File: src/rtl/muldiv_pkg.sv
// Shared types and constants for the iterative RV M-extension unit.
//   funct3_e : RV M funct3 encodings (MUL .. REMU)
//   state_e  : control FSM states
//   W_ITERS  : iteration count for W forms
//   CNT_W    : width of the iteration counter (holds up to 64)
`ifndef XLEN
`define XLEN 64
`endif

package muldiv_pkg;

  typedef enum logic [2:0] {
    F_MUL    = 3'b000,
    F_MULH   = 3'b001,
    F_MULHSU = 3'b010,
    F_MULHU  = 3'b011,
    F_DIV    = 3'b100,
    F_DIVU   = 3'b101,
    F_REM    = 3'b110,
    F_REMU   = 3'b111
  } funct3_e;

  typedef enum logic [1:0] {
    IDLE,
    CALC,
    DONE
  } state_e;

  localparam int W_ITERS = 32;
  localparam int CNT_W   = 7;

endpackage

File: src/rtl/muldiv_prep.sv
// Combinational operand conditioning for muldiv_iter.
//   funct3, word : requested operation (word ignored unless XLEN=64)
//   a, b         : raw rs1/rs2 values
//   op, word_eff : effective operation (illegal MULH*W folded to MUL)
//   a_mag, b_mag : operand magnitudes after W truncation/extension
//   sa, sb       : operand sign flags (0 for operands treated as unsigned)
//   special      : divide-by-zero or signed overflow, no iteration needed
//   spec_res     : result for the special case (before W sign-extension)
module muldiv_prep
  import muldiv_pkg::*;
#(
  parameter int XLEN = `XLEN
) (
  input  logic [2:0]      funct3,
  input  logic            word,
  input  logic [XLEN-1:0] a,
  input  logic [XLEN-1:0] b,
  output funct3_e         op,
  output logic            word_eff,
  output logic [XLEN-1:0] a_mag,
  output logic [XLEN-1:0] b_mag,
  output logic            sa,
  output logic            sb,
  output logic            special,
  output logic [XLEN-1:0] spec_res
);

  logic            a_signed;
  logic            b_signed;
  logic [XLEN-1:0] a_ext;
  logic [XLEN-1:0] b_ext;
  logic [XLEN-1:0] min_val;
  logic            div_zero;
  logic            overflow;

  // NOTE: every output of a combinational block is assigned on every path
  // (here unconditionally, in order) so no latch is inferred.
  always_comb begin
    word_eff = (XLEN == 64) && word;
    op       = funct3_e'(funct3);
    if (word_eff && (op inside {F_MULH, F_MULHSU, F_MULHU})) op = F_MUL;

    // MUL only needs the low product bits, which are sign-agnostic.
    a_signed = op inside {F_MULH, F_MULHSU, F_DIV, F_REM};
    b_signed = op inside {F_MULH, F_DIV, F_REM};

    a_ext = a;
    b_ext = b;
    if (word_eff) begin
      a_ext = a_signed ? XLEN'($signed(a[31:0])) : XLEN'(a[31:0]);
      b_ext = b_signed ? XLEN'($signed(b[31:0])) : XLEN'(b[31:0]);
    end

    sa    = a_signed & a_ext[XLEN-1];
    sb    = b_signed & b_ext[XLEN-1];
    a_mag = sa ? -a_ext : a_ext;
    b_mag = sb ? -b_ext : b_ext;

    // Most-negative value at the operating width, already sign-extended.
    min_val = word_eff ? XLEN'($signed(32'h8000_0000))
                       : {1'b1, {(XLEN-1){1'b0}}};

    div_zero = funct3[2] && (b_ext == '0);
    overflow = funct3[2] && !funct3[0] && (a_ext == min_val) && (b_ext == '1);
    special  = div_zero || overflow;

    // funct3[1] selects remainder over quotient within the divide group.
    if (div_zero) spec_res = funct3[1] ? a_ext : '1;
    else          spec_res = funct3[1] ? '0 : a_ext;
  end

endmodule

File: src/rtl/muldiv_iter.sv
// Iterative RV M-extension execute unit (radix-2 multiply / restoring divide).
//   clk, rst_n            : clock, asynchronous active-low reset
//   flush                 : synchronous abort of any in-flight operation
//   in_valid / in_ready   : request handshake
//   in_funct3, in_word    : operation select (in_word only meaningful at XLEN=64)
//   in_a, in_b, in_rd     : operands and destination tag
//   out_valid / out_ready : result handshake
//   out_data, out_rd      : result and its tag, held stable until accepted
module muldiv_iter
  import muldiv_pkg::*;
#(
  parameter int XLEN = `XLEN
) (
  input  logic            clk,
  input  logic            rst_n,
  input  logic            flush,
  input  logic            in_valid,
  output logic            in_ready,
  input  logic [2:0]      in_funct3,
  input  logic            in_word,
  input  logic [XLEN-1:0] in_a,
  input  logic [XLEN-1:0] in_b,
  input  logic [4:0]      in_rd,
  output logic            out_valid,
  input  logic            out_ready,
  output logic [XLEN-1:0] out_data,
  output logic [4:0]      out_rd
);

  state_e            state, state_n;
  logic [CNT_W-1:0]  cnt;
  funct3_e           op;
  logic              word, sa, sb;
  logic [2*XLEN-1:0] acc, acc_n;   // product, or remainder in the low half
  logic [XLEN-1:0]   m, m_n;       // multiplier / dividend shifting out, quotient in
  logic [XLEN-1:0]   b_reg;

  funct3_e           p_op;
  logic              p_word, p_sa, p_sb, p_special;
  logic [XLEN-1:0]   p_a_mag, p_b_mag, p_spec_res, spec_final;

  logic              accept;
  logic [XLEN:0]     shifted, diff;
  logic              qbit;
  logic [2*XLEN-1:0] prod;
  logic [XLEN-1:0]   quo, rem, raw, result;

  muldiv_prep #(.XLEN(XLEN)) u_prep (
    .funct3   (in_funct3),
    .word     (in_word),
    .a        (in_a),
    .b        (in_b),
    .op       (p_op),
    .word_eff (p_word),
    .a_mag    (p_a_mag),
    .b_mag    (p_b_mag),
    .sa       (p_sa),
    .sb       (p_sb),
    .special  (p_special),
    .spec_res (p_spec_res)
  );

  assign in_ready  = (state == IDLE) && !flush;
  assign out_valid = (state == DONE);
  assign accept    = in_valid && in_ready;
  assign spec_final = p_word ? XLEN'($signed(p_spec_res[31:0])) : p_spec_res;

  // NOTE: state registers use non-blocking assignments so every flop samples
  // the pre-edge values regardless of block evaluation order.
  always_ff @(posedge clk or negedge rst_n) begin
    if (!rst_n) state <= IDLE;
    else        state <= state_n;
  end

  always_comb begin
    state_n = state;
    case (state)
      IDLE:    if (accept) state_n = p_special ? DONE : CALC;
      CALC:    if (cnt == '0) state_n = DONE;
      DONE:    if (out_ready) state_n = IDLE;
      default: state_n = IDLE;
    endcase
    if (flush) state_n = IDLE;
  end

  // One iteration step. Both algorithms consume m from its MSB; W forms
  // pre-align the 32-bit operand to the top of m so the same step applies.
  always_comb begin
    shifted = {acc[XLEN-1:0], m[XLEN-1]};
    diff    = shifted - {1'b0, b_reg};
    qbit    = !diff[XLEN];
    if (op[2]) begin
      acc_n = {{XLEN{1'b0}}, qbit ? diff[XLEN-1:0] : shifted[XLEN-1:0]};
      m_n   = {m[XLEN-2:0], qbit};
    end else begin
      acc_n = {acc[2*XLEN-2:0], 1'b0} + (m[XLEN-1] ? {{XLEN{1'b0}}, b_reg} : '0);
      m_n   = {m[XLEN-2:0], 1'b0};
    end
  end

  // Sign fix-up and result selection once the magnitudes are complete.
  always_comb begin
    prod = (sa ^ sb) ? -acc : acc;
    quo  = (sa ^ sb) ? -m : m;
    rem  = sa ? -acc[XLEN-1:0] : acc[XLEN-1:0];
    if (op[2])            raw = op[1] ? rem : quo;
    else if (op == F_MUL) raw = prod[XLEN-1:0];
    else                  raw = prod[2*XLEN-1:XLEN];
    result = word ? XLEN'($signed(raw[31:0])) : raw;
  end

  // NOTE: the datapath registers are reset too, so no stale operand or result
  // is visible on out_data/out_rd after reset.
  always_ff @(posedge clk or negedge rst_n) begin
    if (!rst_n) begin
      cnt      <= '0;
      op       <= F_MUL;
      word     <= 1'b0;
      sa       <= 1'b0;
      sb       <= 1'b0;
      acc      <= '0;
      m        <= '0;
      b_reg    <= '0;
      out_data <= '0;
      out_rd   <= '0;
    end else if (!flush) begin
      case (state)
        IDLE: if (accept) begin
          op     <= p_op;
          word   <= p_word;
          sa     <= p_sa;
          sb     <= p_sb;
          out_rd <= in_rd;
          b_reg  <= p_b_mag;
          acc    <= '0;
          m      <= p_word ? (p_a_mag << (XLEN - W_ITERS)) : p_a_mag;
          cnt    <= p_word ? CNT_W'(W_ITERS) : CNT_W'(XLEN);
          if (p_special) out_data <= spec_final;
        end
        CALC: if (cnt != '0) begin
          acc <= acc_n;
          m   <= m_n;
          cnt <= cnt - 1'b1;
        end else begin
          out_data <= result;
        end
        default: ;
      endcase
    end
  end

endmodule

File: config.mk
export PLATFORM = sky130hd
export DESIGN_NAME = muldiv_iter
export DESIGN_NICKNAME = d
export VERILOG_FILES = /design/src/rtl/muldiv_pkg.sv /design/src/rtl/muldiv_prep.sv /design/src/rtl/muldiv_iter.sv
export SDC_FILE = /design/constraint.sdc
export NUM_CORES = 2
export LEC_CHECK = 0
export BUFFER_PORTS_ARGS = -buffer_cell sky130_fd_sc_hd__buf_2
export CAP_MARGIN = 5
export CELL_PAD_IN_SITES_DETAIL_PLACEMENT = 1
export CELL_PAD_IN_SITES_GLOBAL_PLACEMENT = 2
export CORE_ASPECT_RATIO = 0.75
export CORE_MARGIN = 2
export CORE_UTILIZATION = 40
export CTS_CLUSTER_DIAMETER = 150
export CTS_CLUSTER_SIZE = 10
export DETAILED_ROUTE_END_ITERATION = 10
export PLACE_DENSITY = 0.94
export SLEW_MARGIN = 40
export SYNTH_ARGS = -nofsm -noshare
export SYNTH_HDL_FRONTEND = slang
export SYNTH_SLANG_ARGS = --single-unit
File: constraint.sdc
create_clock -name clk -period 12.77 [get_ports clk]
set_clock_uncertainty 0.1 [all_clocks]
set_input_delay 0.6385 -clock clk [delete_from_list [all_inputs] [get_ports clk]]
set_output_delay 0.6385 -clock clk [all_outputs]
set_load 0.05 [all_outputs]
==> results.ini <==
[status]
status=finished, final reports clean

[clock_tree]
clockBufferDepth=3
clock_sinks=340
cts_setup_buffers=0
cts_tree=done
cts_resized=0
tritoncts.num_buffers=39
clk_pin_slew_ps=70
cts_root_buffer=clkbuf_16
clk_latency_ps=630
htreeDepth=2
postCtsHoldBufs=1

[global_routing]
antenna_found_initial=10
grt_use_met3_pct=12.4
grt_usage_pct=36.9
overflow=0
grt_first_pass_wirelength_um=257000
grt_use_met2_pct=49.6
gr-max-usage-layer=met1
grt_pass1_vias=37400
grt_util_met1_pct=54.6
grt_max_degree=125

[timing]
finalCritPeriodShare_pct=50.3
finalSetupViolCount=0
timing.slew.headroom_pct=28.9
max_freq_mhz=156
fin_setup_tns_ps=0
rsz0062_at_grt=false
period_needed_ps=6420
drv_slew=0
final.setup.worst_slack_ps=6350
worst_slew_pin_slew_ps=1060
finalHoldViolCount=0

[pwr]
total_power_mw=13.1
max-vdd-ir-drop_mv=0.235
p_leak_nw=16.0
pwr_density_cell_nw_per_um2=342

[critical_path]
cp.required_ps=13200
timing.rr.start=m[63]
cp.arrival_ps=6850
critPathLaunchType=register
critical_path_class=reg -> reg
r2r_cells=18
worst-path-max-fanout=66
worstSetupEndpointType=register
crit_path_start=m[63]

[final_layout]
regMostFlops=acc
final_common_cell=nand2_1
nets=5056
largest_reg_flops=128
layout.cells.most_common_list=nand2_1 (547), o21ai_0 (480), nor2_1 (446), a21oi_1 (380), dfrtp_1 (337)
final_util_pct=43.7
drive_gt1_share_pct=9.31
syn_to_final_growth_pct=8.01

[placement]
post-place-ws_ps=6270
dp_hpwl_um=136000
gp_congestion=1.08
numPortBuffers=212

[synthesis]
synthFlopType=dfrtp_1
yosys_warnings=0
synth_xor_area_share_pct=13.2
synth-compound-area-share_pct=26.7
synth-edff-count=0
ys_ff_latch=340
synth_nets=5093
synth_area_um2=35600
synth_area_per_cell_um2=7.39
synthSimpleGateAreaFrac_pct=22.2
synth_mux_area_share_pct=2.02
ys_seq_area_share_pct=23.9
ys_async_sr_fraction_pct=100
synth_top_family_by_area=compound AO/OA/AOI/OAI gates
synthCells=4814
synth_fa_ha_area_share_pct=6.24
synthDistinctLibCells=102

[hold_path]
min_path_cells=2
worstHoldPathType=in -> reg
worstHoldStart=out_ready

[route]
wl_um=173000
vias_per_cell=6.55
drc_errors=0
drt_iter0_markers=4846
vias=38900
firstDrtPassIters=5
wl_per_cell_um=29.2
antenna_left=0

[die]
die-area_um2=91400
core_um2=87900
die_h_um=262
pin_count=213
die_w_um=348
initial_core_util_pct=40.5
num_rows=94

[flow_run]
cap_viol_max_count=0

## metrics by stage
stage / instances / hold WS, ps / cell area, µm²
finish: 5933 / 109 / 38400
global route: 5931 / 118 / 38400
CTS: 5931 / 91.8 / 38400
detailed placement: 5887 / 364 / 37300
global placement: 5883 / 355 / 37200
floorplan: 4814 / 243 / 35600
## critical path, stage by stage, from the launching register on
cell      delay, ps
dfrtp_1         420
inv_2            60
buf_4           590
ha_1            290
inv_1            60
fa_1            430
a211o_1         310
a211o_1         340
a211oi_1        540
nor4b_1         130
o21ai_1         230
a211oi_2        200
buf_4           190
o21ai_0         210
a31oi_1         270
xor2_4          720
buf_6           600
mux2_2          400
o21ai_0         140
## worst paths after layout
path                                end  slack [ps]
hold / removal                 state[1]         110
hold reg to reg            out_data[27]         370
setup reg to reg                acc[10]        6350
max in group asynchronous      acc[123]        9960
setup / recovery                acc[10]        6350
min in group asynchronous     b_reg[35]         430
## cells by family (layout without fill, tap and decap cells)
| kind of cell | Yosys count | in the layout |
|---|---|---|
| AO/OA/AOI/OAI | 1528 | 1528 |
| buffers and inverters | 506 | 471 |
| XOR/XNOR | 536 | 536 |
| AND/OR/NAND/NOR | 1647 | 1647 |
| flip-flops | 340 | 340 |
| other | 0 | 2 |
| multiplexers | 71 | 71 |
| adder cells (fa/ha/maj) | 186 | 186 |
## per-layer routing
metal / vias to the layer above / share of wire, %
li1: 17200 / -
met1: 19400 / 45
met2: 1960 / 39
met3: 276 / 13
met4: 10 / 3.5
met5: - / 0.035
## final cells by class
class,count,area (µm²)
fill,10900,49400
multi-input combinational,3968,25200
sequential,340,8510
timing repair buffer,293,1750
tap,1152,1440
clock buffer,41,983
inverter,135,509
clock inverter,2,32.5
antenna,2,5.00
## cells in the mapped netlist, types with 24 or more instances
cell type	n	share of area (%)
nand2_1	550	5.8
or4_1	38	0.80
a22oi_1	84	1.8
nor4_1	52	0.91
nor2b_1	28	0.49
nor2_1	452	4.8
clkbuf_1	305	3.2
a31oi_1	54	0.95
a21oi_1	384	5.4
o221ai_1	29	0.71
o41ai_1	28	0.69
xnor2_1	269	6.6
a21o_1	82	1.7
dfrtp_1	340	24
nand4_1	77	1.4
nor3_1	115	1.6
o22ai_1	24	0.42
buf_1	29	0.31
o31ai_1	78	1.6
o211ai_1	52	1.1
o21ai_0	482	6.8
inv_1	132	1.4
a211oi_1	54	1.1
xor2_1	267	6.6
o21bai_1	27	0.57
and3_1	49	0.86
mux2i_1	66	1.9
nand3_1	99	1.4
or3_1	57	1.0
maj3_1	49	1.4
ha_1	135	4.7
## power breakdown
group          total (mW)  switching [mW]  leakage, nW  internal (mW)
logic                10.0            6.96         11.1           3.04
registers            2.07           0.633         4.43           1.44
clock network        1.06           0.513        0.497          0.543
(Power assumes the default switching activity.)
